## src/rtl/cpu_pkg.sv

```systemverilog
// Shared CPU front-end definitions: bubble encoding, reset PC, PC step and
// the fetch FSM state type.
package cpu_pkg;

  localparam logic [31:0] NOP_INSTR = 32'h0000_0013;
  localparam logic [63:0] RESET_PC  = 64'h0;
  localparam int          PC_INC    = 4;

  typedef enum logic {
    BOOT = 1'b0,
    RUN  = 1'b1
  } fetch_state_e;

endpackage

```

## src/rtl/pc_reg.sv

```systemverilog
// Program counter register. Priority is rst > load > hold > increment;
// increment wraps modulo 2^PC_W.
module pc_reg #(
  parameter int              PC_W     = 64,
  parameter logic [PC_W-1:0] RESET_PC = '0
) (
  input  logic            clk,
  input  logic            rst,
  input  logic            hold,
  input  logic            load,
  input  logic [PC_W-1:0] load_pc,
  output logic [PC_W-1:0] pc
);
  import cpu_pkg::*;

  always_ff @(posedge clk) begin
    if (rst) begin
      pc <= RESET_PC;
    end else if (load) begin
      pc <= load_pc;
    end else if (!hold) begin
      pc <= pc + PC_W'(PC_INC);
    end
  end

endmodule

```

## src/rtl/fetch_stage.sv

```systemverilog
// IF stage: fetch FSM, PC (via pc_reg), IF/ID pipeline register and the
// fetch/stall performance counters. fetch_state exposes the FSM for debug.
module fetch_stage #(
  parameter int                 PC_W      = 64,
  parameter int                 INSTR_W   = 32,
  parameter logic [PC_W-1:0]    RESET_PC  = PC_W'(cpu_pkg::RESET_PC),
  parameter logic [INSTR_W-1:0] NOP_INSTR = INSTR_W'(cpu_pkg::NOP_INSTR),
  parameter int                 CNT_W     = 32
) (
  input  logic               clk,
  input  logic               rst,
  input  logic               prevent_update_pc,
  input  logic               prevent_update_if_id,
  input  logic               redirect_valid,
  input  logic [PC_W-1:0]    redirect_target,
  output logic [PC_W-1:0]    imem_addr,
  output logic               imem_en,
  input  logic [INSTR_W-1:0] imem_rdata,
  output logic               if_id_valid,
  output logic [PC_W-1:0]    if_id_pc,
  output logic [INSTR_W-1:0] if_id_instr,
  output logic [4:0]         if_id_rs1,
  output logic [4:0]         if_id_rs2,
  output logic [CNT_W-1:0]   fetch_cnt,
  output logic [CNT_W-1:0]   stall_cnt,
  output logic               fetch_state
);
  import cpu_pkg::*;

  fetch_state_e    state_q, state_d;
  logic            run;
  logic            pc_load, pc_hold;
  logic            if_flush, if_load, stall_any;
  logic [PC_W-1:0] pc_q;

  always_ff @(posedge clk) begin
    if (rst) state_q <= BOOT;
    else     state_q <= state_d;
  end

  // BOOT is a single dead cycle after reset; RUN is left only through rst.
  always_comb begin
    state_d = state_q;
    imem_en = 1'b0;
    run     = 1'b0;
    case (state_q)
      BOOT: state_d = RUN;
      RUN: begin
        imem_en = 1'b1;
        run     = 1'b1;
      end
      default: state_d = BOOT;
    endcase
  end

  // A redirect wins over both stalls; the stalls act independently.
  assign pc_load   = run & redirect_valid;
  assign pc_hold   = ~run | prevent_update_pc;
  assign if_flush  = ~run | redirect_valid;
  assign if_load   = run & ~redirect_valid & ~prevent_update_if_id;
  assign stall_any = run & ~redirect_valid & (prevent_update_pc | prevent_update_if_id);

  pc_reg #(
    .PC_W     (PC_W),
    .RESET_PC (RESET_PC)
  ) u_pc_reg (
    .clk     (clk),
    .rst     (rst),
    .hold    (pc_hold),
    .load    (pc_load),
    .load_pc (redirect_target),
    .pc      (pc_q)
  );

  always_ff @(posedge clk) begin
    if (rst) begin
      if_id_valid <= 1'b0;
      if_id_pc    <= '0;
      if_id_instr <= NOP_INSTR;
      fetch_cnt   <= '0;
    end else if (if_flush) begin
      if_id_valid <= 1'b0;
      if_id_pc    <= '0;
      if_id_instr <= NOP_INSTR;
    end else if (if_load) begin
      if_id_valid <= 1'b1;
      if_id_pc    <= pc_q;
      if_id_instr <= imem_rdata;
      fetch_cnt   <= fetch_cnt + CNT_W'(1);
    end
  end

  always_ff @(posedge clk) begin
    if (rst)            stall_cnt <= '0;
    else if (stall_any) stall_cnt <= stall_cnt + CNT_W'(1);
  end

  assign imem_addr   = pc_q;
  assign if_id_rs1   = if_id_instr[19:15];
  assign if_id_rs2   = if_id_instr[24:20];
  assign fetch_state = state_q;

endmodule

```

## config.mk

```make
export PLATFORM = sky130hd
export DESIGN_NAME = fetch_stage
export DESIGN_NICKNAME = d
export VERILOG_FILES = /design/src/rtl/cpu_pkg.sv /design/src/rtl/pc_reg.sv /design/src/rtl/fetch_stage.sv
export SDC_FILE = /design/constraint.sdc
export NUM_CORES = 1
export LEC_CHECK = 0
export CAP_MARGIN = 20
export CORE_MARGIN = 8
export CORE_UTILIZATION = 47
export DETAILED_ROUTE_END_ITERATION = 16
export MAX_ROUTING_LAYER = met4
export PLACE_DENSITY = 0.82
export SYNTH_ARGS = -nofsm -noshare
export SYNTH_HDL_FRONTEND = slang
export SYNTH_SLANG_ARGS = --single-unit
```

## constraint.sdc

```tcl
create_clock -name clk -period 3.3 [get_ports clk]
set_input_delay 0.99 -clock clk [delete_from_list [all_inputs] [get_ports clk]]
set_output_delay 0.99 -clock clk [all_outputs]
set_load 0.02 [all_outputs]
```

After elaboration in Yosys (flattened, before gate mapping)
Index checks and enable logic that the tools add are counted.
W data, S select, Z words.

operators by class
  add/sub/neg operators = 3
  eq/ne operators = 1
  mux-type cells = 4
  bitwise logic cells = 11
  reduce and logical (&&, ||, !) cells = 2

operators with widths
  kind                     count
  $mux W64                 2
  $add A32 B1 Y32 const B  2
  $add A64 B3 Y64 const B  1
  $and A1 B1 Y1            4
  $not A1 Y1               4
  $or A1 B1 Y1             3
  $mux W1                  2
  $ne A2 B2 Y1 const B     1
  $reduce_and A2 Y1        1
  $reduce_or A2 Y1         1

word-level totals
  register bits = 226
  bits of input ports = 101
  output and inout port bits = 237
  word-level logic and storage cells = 28

Logic depth before layout (Yosys ltp)
Gate-level depths: netlist of the first run.

  depth after elaboration = 5
  mapped depth = 9
  gate-level depth less buffers = 6

Hierarchy
From an unflattened synthesis of the first run, not the netlist that was laid out.

second synthesis, totals
  cells, all modules = 1100
  area total of the unflattened synthesis = 10268.6 um^2

by module, submodules not included
  module       instances  cells each  area an instance (um^2)  seq. area each (um^2)
  fetch_stage  1          614         6417.4                   3243.1
  pc_reg       1          486         3851.2                   1281.2

Least setup slack after synthesis of the first run
Ideal clock, no wire load.

  path kind = input port to flip-flop
  from = input port prevent_update_if_id
  to = register stall_cnt[29]
  setup time = 70 ps
  arrival time = 2548 ps
  data required time = 3230 ps
  slack = 682 ps
  stages = 6
  buffers on the path = 1
  path through = buf_2 -> nor2_1 -> nor4_4 -> nand4_1 -> or4_1 -> a21oi_1

between the ends
  word-level cells in the longest chain between the ends = 2

ends and longest elaborated chain
  item                  line               source
  from (decl)           fetch_stage.sv:13  input logic prevent_update_if_id,
  $or A1 B1 Y1          fetch_stage.sv:61  assign stall_any = run & ~redirect_valid & (prevent_update_pc | prevent_update_if_id);
  $and A1 B1 Y1         fetch_stage.sv:61
  to (signal assigned)  fetch_stage.sv:95  else if (stall_any) stall_cnt <= stall_cnt + CNT_W'(1);
  to (decl)             fetch_stage.sv:25  output logic [CNT_W-1:0] stall_cnt,

Every way passes these cells.
A chain may end at the register's enable or synchronous reset.

Worst setup path after layout of the first run
  from = register u_pc_reg.pc[28]
  to = output port imem_addr[28]

RTL lines
  item                    line               source
  from (decl)             pc_reg.sv:12       output logic [PC_W-1:0] pc
  from (signal assigned)  pc_reg.sv:20       pc <= load_pc;
  from (signal assigned)  pc_reg.sv:22       pc <= pc + PC_W'(PC_INC);
  to (decl)               fetch_stage.sv:16  output logic [PC_W-1:0] imem_addr,

No word-level cell between the ends.

==> impl_metrics.toml, run 1 <==
[global_route]
wire_length_of_the_first_global_routing_pass_um = 62100
grt_max_degree = 115
antenna_violations_before_repair = 1
gr-usage-all-layers_pct = 27.7
gr_ovfl_total = 0
grt_pass1_vias = 10800

[yosys]
synth_cell_types = 68
multiplexer_share_of_the_synthesized_area_pct = 1.76
yosys_warnings = 0
synth_seq_cells = 226
syn-instance-count = 1217
synth_top_family_by_area = "simple AND/OR/NAND/NOR gates"
synth_simple_gate_area_share_pct = 25.2
synth-compound-area-share_pct = 21.9
synthAdderAreaFrac_pct = 0.347
average_footprint_of_a_synthesized_cell_um2 = 8.88
ys_seq_area_share_pct = 41.9
synth-async-reset-ratio_pct = 0
ys_dominant_reg_cell = "sky130_fd_sc_hd__dfxtp_1"
netlist_area_mm2 = 0.0108
synth_enable_flop_cells = 0
syn_nets = 1321
synth_xor_xnor_area_share_pct = 3.08

[critical_path]
critical_path.reg2reg.startpoint = "u_pc_reg.pc[28]"
endpoint_of_the_most_critical_setup_path = "imem_addr[28]"
timing.rr.end = "u_pc_reg.pc[56]"
ordered_list_of_cells_on_the_worst_path = "clkdlybuf4s50_1"
required_ns = 2.31
cp.depth = 1
crit_path_max_incr_delay_ns = 0.74
critical-path-slowest-cell = "sky130_fd_sc_hd__clkdlybuf4s50_1"
reg2regPathDepth = 5
critPathKind = "reg2out"
worst_setup_path_end_kind = "primary output"
crit_fanout = 13
arrival_ns = 1.95
worstPathBufferInverterCount = 1
cp-startpoint = "u_pc_reg.pc[28]"
critical_path.top_delay_family = "buffers and inverters"
start_kind = "register"
reg2reg_slack_ns = 0.71

[floorplan]
ioPinCount = 338
initial_core_util_pct = 47.9
core_area_mm2 = 0.0226
fp.dieW_um = 168
rows = 55
die_area_mm2 = 0.0281
die_height_um = 168

[clock_network]
cts.repair.resized = 0
clk_latency_ns = 0.53
clk_path_buf_depth = 3
clkSlewWorstSetupHoldPaths_ns = 0.06
tritoncts = "done"
cts-buffers-inserted = 26
postCtsHoldBufs = 0
cts-htree-levels = 1
post-cts-setup-buffer-count = 0
cts_root_buffer = "sky130_fd_sc_hd__clkbuf_16"
tritoncts_num_sinks = 226

[placement]
placed_area_mm2 = 0.0144
port-buffer-count = 337
preCtsSetupSlack_ns = 0.226
placedCellCount = 1776
globalplace.congestion = 1.00
place_hpwl_um = 29300

[cells_and_area]
nNetsFinal = 1623
postLayoutCoreUtil_pct = 67.7
final_design_area_no_fill_mm2 = 0.0153
drive_above_1_share_pct = 14.7
final_common_cell = "sky130_fd_sc_hd__clkdlybuf4s50_1"
layoutNonFillerInstCount = 1821
layout_common_cells = "sky130_fd_sc_hd__clkdlybuf4s50_1 (335), sky130_fd_sc_hd__dfxtp_1 (226), sky130_fd_sc_hd__nor2_1 (117), sky130_fd_sc_hd__o221a_2 (94), sky130_fd_sc_hd__nand2_1 (84)"
area.growth.synth_to_final_pct = 41.4

[route]
detailedRoute.firstPassIterationCount = 7
via_cell_ratio = 6.19
drc = 0
post_drt_wl_per_cell_um = 22.1
ant_nets = 0
wirelength_um = 40200
routed-via-count = 11300
drt_first_iter_violations = 1294

[sta]
worst_pin_slew_ns = 0.858
timing_max_transition_violations_final = 0
final_min_period_over_clock_period_pct = 89.2
final_period_minus_worst_setup_slack_ns = 2.94
hold_viol = 0
fin_tns_setup_ns = 0
setup_repair_after_global_routing_missed_its_margin = "no"
maxSlewHeadroom_pct = 42.3
setup_slack_ns = 0.357
worst_clock_skew_ns = 0.0141
achievable-frequency_mhz = 340
report.final.setup_viol = 0

[status]
outcome = "completed"

[min_path]
holdCritPathClass = "reg2reg"

[run]
max-cap-violations = 0

[pwr]
power_per_cell_area_mw_per_mm2 = 420
power_leakage_nw = 5.65
vdd.ir_drop.worst_mv = 0.293
-- metal layers --
layer  track usage (%)  up-vias  wire [um]
met2              43.9      652      18500
met4              8.11        0       1110
met1              34.8     5334      16600
met5                 -        -          0
li1                  -     5208          -
met3              6.30       85       3990
-- synthesized netlist by cell type, types with 4 or more instances --
master	instances	area, um^2
sky130_fd_sc_hd__xor2_1	28	245
sky130_fd_sc_hd__a31oi_1	11	68.8
sky130_fd_sc_hd__nor3_1	35	175
sky130_fd_sc_hd__nor2b_1	10	62.6
sky130_fd_sc_hd__o221ai_1	7	61.3
sky130_fd_sc_hd__nor4_2	5	62.6
sky130_fd_sc_hd__nor4_1	29	181
sky130_fd_sc_hd__xnor2_1	10	87.6
sky130_fd_sc_hd__a22oi_1	11	82.6
sky130_fd_sc_hd__o21ai_0	60	300
sky130_fd_sc_hd__or2_2	5	31.3
sky130_fd_sc_hd__inv_1	27	101
sky130_fd_sc_hd__or4_1	11	82.6
sky130_fd_sc_hd__buf_2	9	45.0
sky130_fd_sc_hd__and4_1	14	123
sky130_fd_sc_hd__a311oi_1	12	105
sky130_fd_sc_hd__clkbuf_8	5	68.8
sky130_fd_sc_hd__a211oi_1	14	105
sky130_fd_sc_hd__a22o_1	4	35.0
sky130_fd_sc_hd__a31o_2	4	35.0
sky130_fd_sc_hd__nand3_1	48	240
sky130_fd_sc_hd__mux2_2	8	90.1
sky130_fd_sc_hd__buf_4	14	105
sky130_fd_sc_hd__a21oi_1	45	225
sky130_fd_sc_hd__nand4_1	58	363
sky130_fd_sc_hd__nor2_1	119	447
sky130_fd_sc_hd__clkbuf_1	68	255
sky130_fd_sc_hd__or3_1	19	119
sky130_fd_sc_hd__nor4_4	4	85.1
sky130_fd_sc_hd__nand2_1	84	315
sky130_fd_sc_hd__buf_1	12	45.0
sky130_fd_sc_hd__mux2i_1	10	100
sky130_fd_sc_hd__dfxtp_1	226	4520
sky130_fd_sc_hd__and2_1	11	68.8
sky130_fd_sc_hd__o211ai_1	6	45.0
sky130_fd_sc_hd__o31a_1	5	43.8
sky130_fd_sc_hd__nand4_2	4	50.1
sky130_fd_sc_hd__a21o_1	4	30.0
sky130_fd_sc_hd__o221a_2	94	1060
sky130_fd_sc_hd__and3_1	22	138
sky130_fd_sc_hd__nor3b_1	4	30.0
-- cell type report --
cell class	count	area, um^2
well taps	285	357
clock inverters	4	48.8
diodes	1	2.50
flip-flops and latches	226	4520
multi-input cells	854	5670
fillers	1812	7300
clock buffers	40	795
inverters	27	101
repair buffers	384	3770
-- kinds of logic (layout without fill, tap and decap cells) --
group / after synthesis / after routing
buf+inv: 137 / 455
compound gates: 298 / 298
mux: 18 / 18
fa+ha+maj: 3 / 3
flops: 226 / 226
simple gates: 497 / 497
xor+xnor: 38 / 38
other cells: 0 / 1
-- how the worst min path moves through the flow --
stage / startpoint / to / slack, ns / depth (start not counted)
after detailed placement: u_pc_reg.pc[0] / u_pc_reg.pc[0] / 0.48 / 2
after CTS: u_pc_reg.pc[0] / u_pc_reg.pc[0] / 0.48 / 2
after global routing: u_pc_reg.pc[0] / u_pc_reg.pc[0] / 0.51 / 2
final: u_pc_reg.pc[0] / u_pc_reg.pc[0] / 0.49 / 2
after floorplan: u_pc_reg.pc[0] / u_pc_reg.pc[0] / 0.55 / 2
after global placement: u_pc_reg.pc[1] / u_pc_reg.pc[1] / 0.47 / 2
-- stage by stage --
step | power [W] | hold slack [ns]
4_1_cts | 0.00645 | 0.484
2_1_floorplan | 0.00325 | 0.547
3_5_place_dp | 0.00362 | 0.476
5_1_grt | 0.00664 | 0.507
3_3_place_gp | 0.00361 | 0.467
6_report | 0.00641 | 0.490
-- report_power, final --
part	total, W	leakage [nW]	switching (W)	internal [W]
combinational	0.000673	3.41	0.000357	0.000317
sequential	0.00290	1.83	0.000116	0.00279
clock	0.00284	0.417	0.00112	0.00172
Note: power is estimated with default switching activity, not from simulation.
==> inputs of run 2 (changes only) <==
--- a/config.mk
+++ b/config.mk
@@ -7,10 +7,11 @@
 export LEC_CHECK = 0
 export CAP_MARGIN = 20
 export CORE_MARGIN = 8
-export CORE_UTILIZATION = 47
+export CORE_UTILIZATION = 46
 export DETAILED_ROUTE_END_ITERATION = 16
 export MAX_ROUTING_LAYER = met4
-export PLACE_DENSITY = 0.82
+export PLACE_DENSITY = 0.81
 export SYNTH_ARGS = -nofsm -noshare
 export SYNTH_HDL_FRONTEND = slang
+export SYNTH_HIERARCHICAL = 1
 export SYNTH_SLANG_ARGS = --single-unit
==> impl_metrics.toml, run 2 <==
[status]
outcome = "completed"

[sta]
setup_slack_ns = 0.330
worst_pin_slew_ns = 1.04
worst_clock_skew_ns = 0.00806
maxSlewHeadroom_pct = 30.8
report.final.setup_viol = 0
hold_viol = 0
final_min_period_over_clock_period_pct = 90.0
final_period_minus_worst_setup_slack_ns = 2.97
setup_repair_after_global_routing_missed_its_margin = "no"
timing_max_transition_violations_final = 0
achievable-frequency_mhz = 337

[placement]
globalplace.congestion = 0.887
placedCellCount = 1669
preCtsSetupSlack_ns = -0.169
place_hpwl_um = 25400
port-buffer-count = 337

[floorplan]
die_area_mm2 = 0.0274
die_height_um = 165
rows = 54
core_area_mm2 = 0.0219
initial_core_util_pct = 46.9
fp.dieW_um = 165
ioPinCount = 338

[yosys]
share_of_yosys_cell_area_claimed_by_the_top_area_cell_type_pct = 44.1
synth.most_common_cell = "sky130_fd_sc_hd__dfxtp_1"
synth-async-reset-ratio_pct = 0
yosys_warnings = 6
synth_cell_types = 68
synth_seq_cells = 226
post_synth_main_area_contributors = "sky130_fd_sc_hd__dfxtp_1 (44%), sky130_fd_sc_hd__o221a_2 (10%), sky130_fd_sc_hd__xnor2_1 (3.2%)"
syn-instance-count = 1100
average_footprint_of_a_synthesized_cell_um2 = 9.34
syn_nets = 1204
ys_seq_area_share_pct = 44.1
synth_enable_flop_cells = 0
netlist_area_mm2 = 0.0103
synth.cells.most_frequent = "sky130_fd_sc_hd__dfxtp_1 (226), sky130_fd_sc_hd__o221a_2 (94), sky130_fd_sc_hd__nor2_1 (81), sky130_fd_sc_hd__nand2_1 (70), sky130_fd_sc_hd__clkbuf_1 (69)"
cell_type_with_the_largest_total_area_after_synthesis = "sky130_fd_sc_hd__dfxtp_1"
ys_dominant_reg_cell = "sky130_fd_sc_hd__dfxtp_1"

[clock_network]
tritoncts = "done"
post-cts-setup-buffer-count = 0
clk_latency_ns = 0.52
clkSlewWorstSetupHoldPaths_ns = 0.06
cts-buffers-inserted = 25
tritoncts_num_sinks = 226
clk_path_buf_depth = 3
postCtsHoldBufs = 0
cts.repair.resized = 0
cts-htree-levels = 1
cts_root_buffer = "sky130_fd_sc_hd__clkbuf_16"

[critical_path]
start_kind = "input pin"
arrival_ns = 3.40
required_ns = 3.73
worst_setup_path_end_kind = "register"
crit_fanout = 10
critPathKind = "in2reg"

[global_route]
grt_max_degree = 95
gr-usage-all-layers_pct = 25.4
grt_pass1_vias = 9841
grt_most_used_layer = "met2"
global_route_met1_utilization_pct = 31.4
grtUsageMet3_pct = 4.98
gr_ovfl_total = 0
grt_util_met2_pct = 40.6
antenna_violations_before_repair = 3
wire_length_of_the_first_global_routing_pass_um = 55000

[cells_and_area]
area.growth.synth_to_final_pct = 45.1
multi_input_area_mm2 = 0.00526
final_common_cell = "sky130_fd_sc_hd__clkdlybuf4s50_1"
layout_common_cells = "sky130_fd_sc_hd__clkdlybuf4s50_1 (336), sky130_fd_sc_hd__dfxtp_1 (226), sky130_fd_sc_hd__o221a_2 (94), sky130_fd_sc_hd__nor2_1 (80), sky130_fd_sc_hd__nand2_1 (70)"
layoutNonFillerInstCount = 1714
drive_above_1_share_pct = 15.0
layout.area.seq_mm2 = 0.00452
nNetsFinal = 1520
n_fill_cell = 1770

[route]
ant_nets = 0
detailedRoute.firstPassIterationCount = 5
routed-via-count = 10300
wirelength_um = 36100
via_cell_ratio = 6.03
post_drt_wl_per_cell_um = 21.1
drt_first_iter_violations = 803
drc = 0

[pwr]
power_leakage_nw = 5.11
internal-power_w = 0.00507
power_per_cell_area_mw_per_mm2 = 448
switching_share_pct = 24.0
power.share.combinational_pct = 11.3
switchingPower_w = 0.00160
power.clock.fraction_pct = 45.0
vdd.ir_drop.worst_mv = 0.639
pwr-share-seq_pct = 43.7

[min_path]
holdCritPathClass = "reg2reg"

[run]
max-cap-violations = 0
==> run 2: cell count changes after synthesis, sizes merged, moves of 13 or more <==
cell / before / now
or4: 12 / 33
nor3: 36 / 16
nand3: 52 / 38
nand2: 84 / 71
o21ai: 61 / 20
xnor2: 10 / 37
nor2: 119 / 81
o31ai: 1 / 30
nand4: 62 / 43
xor2: 28 / 6
==> run 2: cell type report <==
class,count,area share [%]
clock inverter,10,1.19
multi-input combinational,756,35.3
clock buffer,32,4.71
sequential,226,30.4
tap,280,2.35
inverter,19,0.487
antenna,3,0.0504
timing repair buffer,388,25.5
==> run 2: metrics by stage <==
stage	utilization [%]	total power (W)	hold WS [ns]	instance area, um^2	TNS [ns]
2_1_floorplan	-	0.00330	0.559	10300	0
3_3_place_gp	64.0	0.00371	0.451	14000	-0.730
3_5_place_dp	64.0	0.00373	0.453	14000	-1.05
4_1_cts	68.0	0.00672	0.466	14900	0
5_1_grt	68.0	0.00690	0.511	14900	0
6_report	68.0	0.00667	0.460	14900	0
==> run 2: routing by layer <==
metal | share of wire, % | vias up
li1 | - | 4876
met1 | 41 | 4977
met3 | 7.5 | 75
met5 | 0 | -
met2 | 48 | 408
met4 | 3.6 | 0
==> run 2: kinds of logic (layout without fill, tap and decap cells) <==
| family | after synthesis | in the layout | synth area share, % |
|---|---|---|---|
| and+or+nand+nor | 423 | 423 | 23.2 |
| AOI/OAI and AO/OA | 271 | 271 | 22.1 |
| DFF | 226 | 226 | 44.1 |
| buffers and inverters | 118 | 449 | 4.91 |
| xor gates and xnor gates | 43 | 43 | 3.67 |
| muxes | 16 | 16 | 1.67 |
| adders and majority gates | 3 | 3 | 0.366 |
| other | 0 | 3 | 0 |
==> run 2: path summary, 6_finish.rpt <==
kind / from / to / slack, ns / cells after the start
worst max-delay path: prevent_update_pc / u_pc_reg/pc[45] / 0.33 / 7
worst min register to register: if_id_valid / if_id_valid / 0.46 / 1
worst max register to register: u_pc_reg/pc[26] / u_pc_reg/pc[63] / 0.56 / 5
worst min-delay path: if_id_valid / if_id_valid / 0.46 / 1
==> run 2: worst max-delay path: stages <==
cell and delay [ns]:
sky130_fd_sc_hd__clkdlybuf4s50_1 0.42, sky130_fd_sc_hd__or2b_1 0.26, sky130_fd_sc_hd__and4b_1 0.27, sky130_fd_sc_hd__nand4_1 0.17
sky130_fd_sc_hd__or3_1 0.52, sky130_fd_sc_hd__or4_1 0.51, sky130_fd_sc_hd__a311oi_1 0.25
==> run 2: power groups by stage <==
stage | Combinational, W | Clock [W] | Sequential, W
floorplan | 0.000245 | 0 | 0.00306
detailed placement | 0.000754 | 0 | 0.00297
finish | 0.000757 | 0.00300 | 0.00292
global route | 0.000802 | 0.00318 | 0.00293
CTS | 0.000760 | 0.00304 | 0.00291
global placement | 0.000744 | 0 | 0.00297
==> inputs of run 3 (changes only) <==
--- a/config.mk
+++ b/config.mk
@@ -5,12 +5,14 @@
 export SDC_FILE = /design/constraint.sdc
 export NUM_CORES = 1
 export LEC_CHECK = 0
+export ABC_CLOCK_PERIOD_IN_PS = 3600
 export CAP_MARGIN = 20
 export CORE_MARGIN = 8
-export CORE_UTILIZATION = 46
+export CORE_UTILIZATION = 50
 export DETAILED_ROUTE_END_ITERATION = 16
 export MAX_ROUTING_LAYER = met4
-export PLACE_DENSITY = 0.81
+export PLACE_DENSITY = 0.87
+export REMOVE_ABC_BUFFERS = 1
 export SYNTH_ARGS = -nofsm -noshare
 export SYNTH_HDL_FRONTEND = slang
 export SYNTH_HIERARCHICAL = 1
==> constraint.sdc (replaced) <==
create_clock -name clk -period 3.6 [get_ports clk]
set_input_delay 1.08 -clock clk [delete_from_list [all_inputs] [get_ports clk]]
set_output_delay 1.08 -clock clk [all_outputs]
set_load 0.02 [all_outputs]
==> impl_metrics.toml, run 3 (synthesis gave the netlist of run 2 again) <==
[cells_and_area]
nNetsFinal = 1503
layout_common_cells = "sky130_fd_sc_hd__clkdlybuf4s50_1 (336), sky130_fd_sc_hd__dfxtp_1 (226), sky130_fd_sc_hd__o221a_2 (94), sky130_fd_sc_hd__nor2_1 (80), sky130_fd_sc_hd__nand2_1 (70)"
drive_above_1_share_pct = 13.6
area.growth.synth_to_final_pct = 42.4
final_common_cell = "sky130_fd_sc_hd__clkdlybuf4s50_1"
layoutNonFillerInstCount = 1686

[floorplan]
ioPinCount = 338
die_area_mm2 = 0.0254
rows = 52
core_area_mm2 = 0.0202
die_height_um = 159
fp.dieW_um = 159
initial_core_util_pct = 50.9

[sta]
hold_viol = 0
setup_slack_ns = 0.484
achievable-frequency_mhz = 321
worst_clock_skew_ns = 0.00969
setup_repair_after_global_routing_missed_its_margin = "no"
maxSlewHeadroom_pct = 28.2
report.final.setup_viol = 0
final_min_period_over_clock_period_pct = 86.5
timing_max_transition_violations_final = 0
final_period_minus_worst_setup_slack_ns = 3.12
worst_pin_slew_ns = 1.08

[route]
drc = 0
ant_nets = 0
detailedRoute.firstPassIterationCount = 5
drt_first_iter_violations = 717
routed-via-count = 10200
wirelength_um = 34600
post_drt_wl_per_cell_um = 20.5
via_cell_ratio = 6.04

[global_route]
grtUsageMet3_pct = 4.99
wire_length_of_the_first_global_routing_pass_um = 55200
grt_max_degree = 95
grt_util_met2_pct = 44.2
grt_most_used_layer = "met2"
antenna_violations_before_repair = 4
gr-usage-all-layers_pct = 26.6
grt_pass1_vias = 10000
global_route_met1_utilization_pct = 31.9
gr_ovfl_total = 0

[clock_network]
postCtsHoldBufs = 0
post-cts-setup-buffer-count = 0
cts_root_buffer = "sky130_fd_sc_hd__clkbuf_16"
clk_path_buf_depth = 3
clkSlewWorstSetupHoldPaths_ns = 0.06
tritoncts_num_sinks = 226
cts-htree-levels = 1
tritoncts = "done"
cts.repair.resized = 0
clk_latency_ns = 0.51
cts-buffers-inserted = 25

[pwr]
power_leakage_nw = 4.96
vdd.ir_drop.worst_mv = 0.393
power_per_cell_area_mw_per_mm2 = 388

[critical_path]
start_kind = "input pin"
crit_fanout = 12
worst_setup_path_end_kind = "register"
arrival_ns = 3.53
critPathKind = "in2reg"
required_ns = 4.01

[min_path]
holdCritPathClass = "reg2reg"

[placement]
placedCellCount = 1642
port-buffer-count = 337
globalplace.congestion = 0.879
place_hpwl_um = 24500
preCtsSetupSlack_ns = -0.0311

[status]
outcome = "completed"

[run]
max-cap-violations = 0
-- run 3: cell count changes in the layout (fill, tap and decap cells not counted), sizes merged --
cell      delta
bufinv       -5
diode        +1
inv          +1
clkbuf       +2
clkinv       +1
clkinvlp     -1
buf         -17
-- run 3: final timing paths --
check,end,from,slack [ns],cells after the start
setup / recovery,u_pc_reg/pc[45],prevent_update_pc,0.48,7
hold / removal,if_id_valid,if_id_valid,0.49,1
hold reg to reg,if_id_valid,if_id_valid,0.49,1
setup reg to reg,u_pc_reg/pc[59],u_pc_reg/pc[29],0.87,5
-- run 3: where the power goes --
group	total (W)	leakage (nW)	internal, W	switching [W]
Combinational	0.000670	2.76	0.000343	0.000327
Clock	0.00232	0.361	0.00133	0.000993
Sequential	0.00269	1.84	0.00258	0.000105
Total	0.00568	4.96	0.00425	0.00142
-- run 3: layout make-up --
| cell class | instances | area, um^2 |
|---|---|---|
| tap | 270 | 338 |
| clock buffer | 34 | 689 |
| fill | 1491 | 5550 |
| antenna | 4 | 10.0 |
| sequential | 226 | 4520 |
| timing repair buffer | 371 | 3690 |
| inverter | 19 | 72.6 |
| clock inverter | 6 | 37.5 |
| multi-input combinational | 756 | 5260 |
-- run 3: through the flow --
stage / total power [W] / setup TNS [ns] / hold WS (ns) / util [%] / instance area (um^2)
after floorplan: 0.00300 / -132.37 / 0.553 / - / 9840
after global placement: 0.00339 / 0 / 0.447 / 68.8 / 13900
after global routing: 0.00587 / 0 / 0.511 / 72.5 / 14600
after detailed placement: 0.00340 / -0.0311 / 0.483 / 68.8 / 13900
final: 0.00568 / 0 / 0.490 / 72.5 / 14600
after CTS: 0.00572 / 0 / 0.498 / 72.4 / 14600
-- run 3: worst max-delay path, cell delays in order --
cell,delay [ns]
sky130_fd_sc_hd__clkdlybuf4s50_1,0.43
sky130_fd_sc_hd__or2b_1,0.26
sky130_fd_sc_hd__and4b_1,0.28
sky130_fd_sc_hd__nand4_1,0.16
sky130_fd_sc_hd__or3_1,0.53
sky130_fd_sc_hd__or4_1,0.52
sky130_fd_sc_hd__a311oi_1,0.27
-- run 3: layer usage --
metal  vias to the layer above  part of all wire [%]
met1                      4898                    42
li1                       4851                     -
met5                         -                     0
met4                         0                   3.4
met3                        73                   5.7
met2                       359                    49
